**src/rtl/demux2_reg_pkg.sv**
```systemverilog
// demux2_reg_pkg
//   Shared definitions for the registered 1-to-2 demultiplexer:
//   select encodings, slot state encodings, default widths and the
//   select-to-destination decode used by the top level.
package demux2_reg_pkg;

  // Select encodings: sel_one picks the single destination, sel_two = BCAST
  // overrides it and writes both ports.
  localparam logic SEL_ONE = 1'b0;
  localparam logic SEL_TWO = 1'b1;
  localparam logic BCAST   = 1'b1;

  // One-entry slot states.
  localparam logic SLOT_EMPTY = 1'b0;
  localparam logic SLOT_FULL  = 1'b1;

  localparam int DEFAULT_WIDTH     = 16;
  localparam int DEFAULT_CNT_WIDTH = 8;

  // Destination mask: bit 0 = port one, bit 1 = port two.
  function automatic logic [1:0] route_mask(input logic sel_one, input logic sel_two);
    if (sel_two == BCAST) begin
      return 2'b11;
    end else if (sel_one == SEL_TWO) begin
      return 2'b10;
    end else begin
      return 2'b01;
    end
  endfunction

endpackage

```
**src/rtl/demux2_reg_slot.sv**
```systemverilog
// demux_slot
//   One-entry valid/ready output register with a delivery counter.
//   Ports:
//     clk, rst      clock, async active-high reset
//     load          strobe: capture load_data on this edge (caller guarantees open)
//     load_data     word to capture
//     open          slot can take a word this cycle (empty or draining)
//     data, valid   registered word and its valid flag
//     ready         consumer accepts the word
//     count         number of words delivered (wraps)
//
//   state      | meaning
//   SLOT_EMPTY | no word held, valid=0
//   SLOT_FULL  | word held, valid=1, waiting for ready
module demux_slot
  import demux2_reg_pkg::*;
#(
  parameter int width     = DEFAULT_WIDTH,
  parameter int cnt_width = DEFAULT_CNT_WIDTH
) (
  input  logic                 clk,
  input  logic                 rst,
  input  logic                 load,
  input  logic [width-1:0]     load_data,
  output logic                 open,
  output logic [width-1:0]     data,
  output logic                 valid,
  input  logic                 ready,
  output logic [cnt_width-1:0] count
);

  localparam logic [cnt_width-1:0] CNT_INC = {{(cnt_width-1){1'b0}}, 1'b1};

  logic                 state_q, state_d;
  logic [width-1:0]     data_q, data_d;
  logic [cnt_width-1:0] cnt_q, cnt_d;

  always_comb begin
    state_d = state_q;
    data_d  = data_q;
    cnt_d   = cnt_q;
    if (state_q == SLOT_FULL && ready) begin
      state_d = SLOT_EMPTY;
      cnt_d   = cnt_q + CNT_INC;
    end
    // A load in the same cycle as a drain keeps the slot full: no bubble.
    if (load) begin
      state_d = SLOT_FULL;
      data_d  = load_data;
    end
  end

  always_ff @(posedge clk or posedge rst) begin
    if (rst) begin
      state_q <= SLOT_EMPTY;
      data_q  <= '0;
      cnt_q   <= '0;
    end else begin
      state_q <= state_d;
      data_q  <= data_d;
      cnt_q   <= cnt_d;
    end
  end

  assign open  = (state_q == SLOT_EMPTY) || ready;
  assign valid = (state_q == SLOT_FULL);
  assign data  = data_q;
  assign count = cnt_q;

endmodule

```
**src/rtl/demux2_reg.sv**
```systemverilog
// demux2_reg
//   Registered 1-to-2 demultiplexer between the result bus and two
//   destination write ports, with broadcast and per-port delivery counters.
//   Ports:
//     clk, rst                  clock, async active-high reset
//     data_in, in_valid         source word and its valid
//     sel_one, sel_two          destination select / broadcast
//     in_ready                  word accepted this cycle (combinational)
//     data_*, valid_*, ready_*  per-destination output handshake
//     cnt_one, cnt_two          per-destination delivery counters
module demux2_reg
  import demux2_reg_pkg::*;
#(
  parameter int width     = DEFAULT_WIDTH,
  parameter int cnt_width = DEFAULT_CNT_WIDTH
) (
  input  logic                 clk,
  input  logic                 rst,
  input  logic [width-1:0]     data_in,
  input  logic                 sel_one,
  input  logic                 sel_two,
  input  logic                 in_valid,
  output logic                 in_ready,
  output logic [width-1:0]     data_one,
  output logic                 valid_one,
  input  logic                 ready_one,
  output logic [width-1:0]     data_two,
  output logic                 valid_two,
  input  logic                 ready_two,
  output logic [cnt_width-1:0] cnt_one,
  output logic [cnt_width-1:0] cnt_two
);

  logic [1:0] dest;
  logic       open_one, open_two;
  logic       accept;
  logic       load_one, load_two;

  assign dest = route_mask(sel_one, sel_two);

  // Every selected slot must be open; broadcast is all-or-nothing.
  assign in_ready = (!dest[0] || open_one) && (!dest[1] || open_two);
  assign accept   = in_valid && in_ready;
  assign load_one = accept && dest[0];
  assign load_two = accept && dest[1];

  demux_slot #(.width(width), .cnt_width(cnt_width)) u_slot_one (
    .clk       (clk),
    .rst       (rst),
    .load      (load_one),
    .load_data (data_in),
    .open      (open_one),
    .data      (data_one),
    .valid     (valid_one),
    .ready     (ready_one),
    .count     (cnt_one)
  );

  demux_slot #(.width(width), .cnt_width(cnt_width)) u_slot_two (
    .clk       (clk),
    .rst       (rst),
    .load      (load_two),
    .load_data (data_in),
    .open      (open_two),
    .data      (data_two),
    .valid     (valid_two),
    .ready     (ready_two),
    .count     (cnt_two)
  );

endmodule
```
**config.mk**
```make
export PLATFORM = sky130hd
export DESIGN_NAME = demux2_reg
export DESIGN_NICKNAME = d
export VERILOG_FILES = /design/src/rtl/demux2_reg_pkg.sv /design/src/rtl/demux2_reg_slot.sv /design/src/rtl/demux2_reg.sv
export SDC_FILE = /design/constraint.sdc
export NUM_CORES = 1
export LEC_CHECK = 0
export CORE_MARGIN = 5
export CORE_UTILIZATION = 50
export CTS_BUF_LIST = sky130_fd_sc_hd__clkbuf_4
export DETAILED_ROUTE_END_ITERATION = 10
export PLACE_DENSITY = 0.87
export SETUP_SLACK_MARGIN = 0.5
export SLEW_MARGIN = 0
export SYNTH_ARGS = -nofsm -noshare
export SYNTH_HDL_FRONTEND = slang
export SYNTH_SLANG_ARGS = --single-unit
```
**constraint.sdc**
```tcl
create_clock -name clk -period 4.2 [get_ports clk]
set_input_delay 0.42 -clock clk [delete_from_list [all_inputs] [get_ports clk]]
set_output_delay 0.42 -clock clk [all_outputs]
set_load 0.03 [all_outputs]
```
======== After elaboration in Yosys (flattened, before gate mapping) ========
Index checks and enable logic that the tools add are counted.
storage, ports and cells
  word-level logic and storage cells ...... 30
  flip-flop bits (word level) ............. 50
operators by class
  reductions and logical operators ........ 14
  multiplexer cells ....................... 6
  add/subtract/negate cells ............... 2
  bitwise logic cells ..................... 2
operators with widths
  cell                   count
  $add A8 B1 Y8 const B  2
  $logic_and A1 B1 Y1    6
  $logic_or A1 B1 Y1     4
  $mux W1                4
  $mux W2                2
  $reduce_bool A2 Y1     2
  $logic_not A1 Y1       2
  $not A1 Y1             2

======== Depth between registers and ports, before layout ========
  word-level depth ........................ 8
  gate-level depth with buffers ........... 4
  gate-level depth less buffers ........... 4

======== Modules after synthesis ========
From an unflattened synthesis, not the netlist that was laid out.
second synthesis, totals
  cell total of the unflattened synthesis .. 144
  area, all modules ....................... 2,085.8 µm²
modules (own cells, without submodules)
  module      cells each  times used  area each (µm²)  seq. area each (µm²)
  demux_slot  67          2           1,013.5          625.6
  demux2_reg  10          1           58.8             0.0

======== Worst setup path after synthesis ========
Ideal clock, no wire load.
  path type ............................... register -> output
  start point ............................. register u_slot_two.state_q (netlist: u_slot_two.valid)
  end point ............................... output in_ready
  path buffers ............................ 0
  arrival time ............................ 1.447 ns
  stages on the path, launching flop included .. 4
  required time ........................... 3.780 ns
  slack ................................... 2.333 ns
  cells stage by stage .................... dfrtp_1 nand2b_4 mux2i_1 o21ai_0
between the ends
  word-level cells in the longest chain between the ends .. 4
ends and longest elaborated chain
  element                 RTL line               text
  start, declared         demux2_reg_slot.sv:34  logic state_q, state_d;
  start signal, assigned  demux2_reg_slot.sv:59  state_q <= state_d;
  $not A1 Y1              demux2_reg_slot.sv:65  assign open = (state_q == SLOT_EMPTY) || ready;
  $logic_or A1 B1 Y1      demux2_reg_slot.sv:65
  $logic_or A1 B1 Y1      demux2_reg.sv:42       assign in_ready = (!dest[0] || open_one) && (!dest[1] || open_two);
  $logic_and A1 B1 Y1     demux2_reg.sv:42
  end, declared           demux2_reg.sv:23       output logic in_ready,
Every way passes these cells.

======== Worst setup path in the final report ========
  start point ............................. input ready_two
  end point ............................... output in_ready
between the ends
  word-level cells in the longest chain between the ends .. 3
ends and longest elaborated chain
  element              RTL line               text
  start, declared      demux2_reg.sv:29       input logic ready_two,
  $logic_or A1 B1 Y1   demux2_reg_slot.sv:65
  $logic_or A1 B1 Y1   demux2_reg.sv:42
  $logic_and A1 B1 Y1  demux2_reg.sv:42
Every way passes these cells.

==> flow_summary_export.csv <==
group,metric,value,unit
status,status,"complete, no violations",
min_path,hold_class,"reg2reg",
timing,worst_pin_slew,0.985,ns
power_and_ir_drop,power.total,0.00171,W
synthesis,muxShareOfSynthArea,0.217,
global_route,grt-ovfl-total,0,
synthesis,ys_ff_latch,50,
synthesis,ys_seq_area_frac,0.590,
route,drt-pass1-iter-count,4,
route,ant_nets,0,
floorplan,die_y,75.1,um
route,drt-initial-drc-count,56,
clock_network,htreeDepth,2,
synthesis,synth_area_leaders,"dfrtp_1 (59%), mux2_4 (13%), mux2_2 (8.5%)",
clock_network,cts_buffer_depth,2,
min_path,min_path_cells,1,
finish,fin_util,0.728,
route,wirelength,4280,um
critical_path,cpMostUsedCell,"clkdlybuf4s50_1",
synthesis,avgSynthCellArea,15.5,sq um
timing,min_period,2.45,ns
route,wl_per_cell,16.2,um
placed_design,gp_congestion,0.747,
finish,final_nets,239,
global_route,grt_pass1_wl,7170,um
synthesis,synthesis.area,2120,sq um
floorplan,num_rows,23,
power_and_ir_drop,powerDensity,579,nW/um^2
clock_network,cts-resized-gates,0,
finish,area_growth_syn_to_layout,39.4,%
clock_network,cts_root_buf,"clkbuf_4",
floorplan,core_area,4060,sq um
timing,setup_viol,0,
timing,final_max_slew_viol_count,0,
synthesis,synth_top_area_frac,0.590,
timing,fmax,408,MHz
power_and_ir_drop,ir_drop,308,uV
finish,final_cell_mix,"clkdlybuf4s50_1 (73), dfrtp_1 (50), mux2_4 (18)",
global_route,grt_max_degree,51,
synthesis,yosys_warnings,0,
flow_run,max-cap-violations,0,
placed_design,dp_hpwl,3240,um
synthesis,synth-xor-area-share,0.0579,
timing,fin_skew,0.0198,ns
floorplan,io_pins,74,
floorplan,die_area,5640,sq um
timing,fin_setup_tns,0,ns
route,vias,1336,
synthesis,yosys.area.top_type,"dfrtp_1",
synthesis,synth_cell_type_count,24,
critical_path,ff2ff_path_depth,3,
critical_path,timing.rr.start,"u_slot_two.valid",
power_and_ir_drop,power_leakage,1.32,nW
timing,rsz0062_at_grt,"false",
critical_path,cpLargestDelayFamily,"buffers and inverters",
timing,whs,0.474,ns
route,drc,0,
route,vias_per_cell,5.04,
critical_path,r2r_end,"u_slot_one.data[4]",
finish,final_common_cell,"clkdlybuf4s50_1",
critical_path,cp_max_fo,5,
synthesis,synth_compound_area_frac,0.0272,
critical_path,end_kind,"output port",
global_route,grt_pass1_vias,1461,
clock_network,clk-insertion-delay-late,0.37,ns
floorplan,die_x,75.1,um
synthesis,synthCells,137,
synthesis,synth-adder-area-share,0.0118,
placed_design,io_buffers,73,
clock_network,cts.clk_slew.worst_paths,0.12,ns
clock_network,cts_made_buffers,5,
critical_path,required,3.78,ns
floorplan,start_util,0.522,
finish,stdcell_count,265,
clock_network,post-cts-setup-buffers,0,
critical_path,cp_slowest_cell,"clkdlybuf4s50_1",
timing,hold_viol,0,
synthesis,synth-simple-area-share,0.0732,
finish,drive_gt1_frac,0.223,
timing,final.period_utilization,0.584,
clock_network,cts_sinks,50,
min_path,hp-start,"u_slot_one.count[7]",
global_route,grtUsageTotal,0.172,
critical_path,crit_arrival,2.03,ns
critical_path,critPathMaxStageDelay,0.70,ns
clock_network,holdBufCountCts,0,
global_route,antenna_found_initial,0,
synthesis,syn_nets,162,
finish,nFillCells,260,
placed_design,dp_cells,257,
synthesis,synth_top_family_by_area,"multiplexers",
critical_path,criticalPathCategory,"in2out",
critical_path,path_cells,"clkdlybuf4s50_1 > nand2b_4 > mux2i_1 > o21ai_0 > clkdlybuf4s50_1",
critical_path,worst-r2r-setup-slack,2.50,ns
critical_path,cp_num_buf_inv,2,
finish,diodes,0,
clock_network,cts_tree,"done",
min_path,hold_path_end,"u_slot_one.count[7]",
timing,slew_headroom,0.343,
critical_path,start_kind,"primary input",
## logic make-up after synthesis
group                      Yosys count
DFF                                 50
muxes                               35
and+or+nand+nor                     28
xor gates and xnor gates            14
buffers and inverters                5
AOI/OAI and AO/OA                    3
adders and majority gates            2
## how the worst max path moves through the flow
stage	from	endpoint	slack, ns	cells past startpoint
after floorplan	u_slot_two.valid	in_ready	2.33	3
after detailed placement	ready_two	in_ready	1.74	5
after CTS	ready_two	in_ready	1.73	5
final	ready_two	in_ready	1.75	5
after global placement	ready_two	in_ready	1.72	5
after global routing	ready_two	in_ready	1.68	5
## final cells by class
| class | instances | area, sq um | share of cell area |
|---|---|---|---|
| well taps | 50 | 62.6 | 0.0212 |
| flip-flops and latches | 50 | 1250 | 0.423 |
| inverters | 2 | 7.51 | 0.00254 |
| multi-input cells | 82 | 821 | 0.278 |
| repair buffers | 73 | 731 | 0.247 |
| clock inverters | 1 | 30.0 | 0.0102 |
| clock buffers | 7 | 52.6 | 0.0178 |
## synthesized netlist by cell type, drive strengths merged
master   instances
or2              1
and2             1
mux2            34
inv              2
xnor2            8
and3             2
nand2b           3
ha               2
mux2i            1
nand4            4
buf              3
dfrtp           50
xor2             6
nand3            2
nor4             1
nor2             2
o21ai            1
nor3             2
o2111ai          2
nand2           10
## flip-flops by register name, summed over array words and instances, names as in the netlist
signal            count
u_slot_one.data      16
u_slot_one.count      8
u_slot_one.valid      1
u_slot_two.valid      1
u_slot_two.count      8
u_slot_two.data      16
## report_power, final
group | switching (W) | total [W] | internal (W)
logic | 0.000385 | 0.000731 | 0.000346
clock network | 0.000143 | 0.000282 | 0.000139
registers | 0.0000995 | 0.000698 | 0.000598
## per-layer routing
metal  routed length (um)  GRT usage  vias to the layer above
met1                 1770      0.206                      653
met4                   76     0.0692                        0
met3                  502     0.0895                        7
met5                    0          0                        -
met2                 1940      0.262                       51
li1                     -          -                      625
## metrics by stage
step / area [sq um] / worst slack [ns]
global placement: 2870 / 1.72
floorplan: 2120 / 2.33
global route: 2960 / 1.68
finish: 2960 / 1.75
CTS: 2960 / 1.73
detailed placement: 2870 / 1.74
Note: power is estimated with default switching activity, not from simulation.
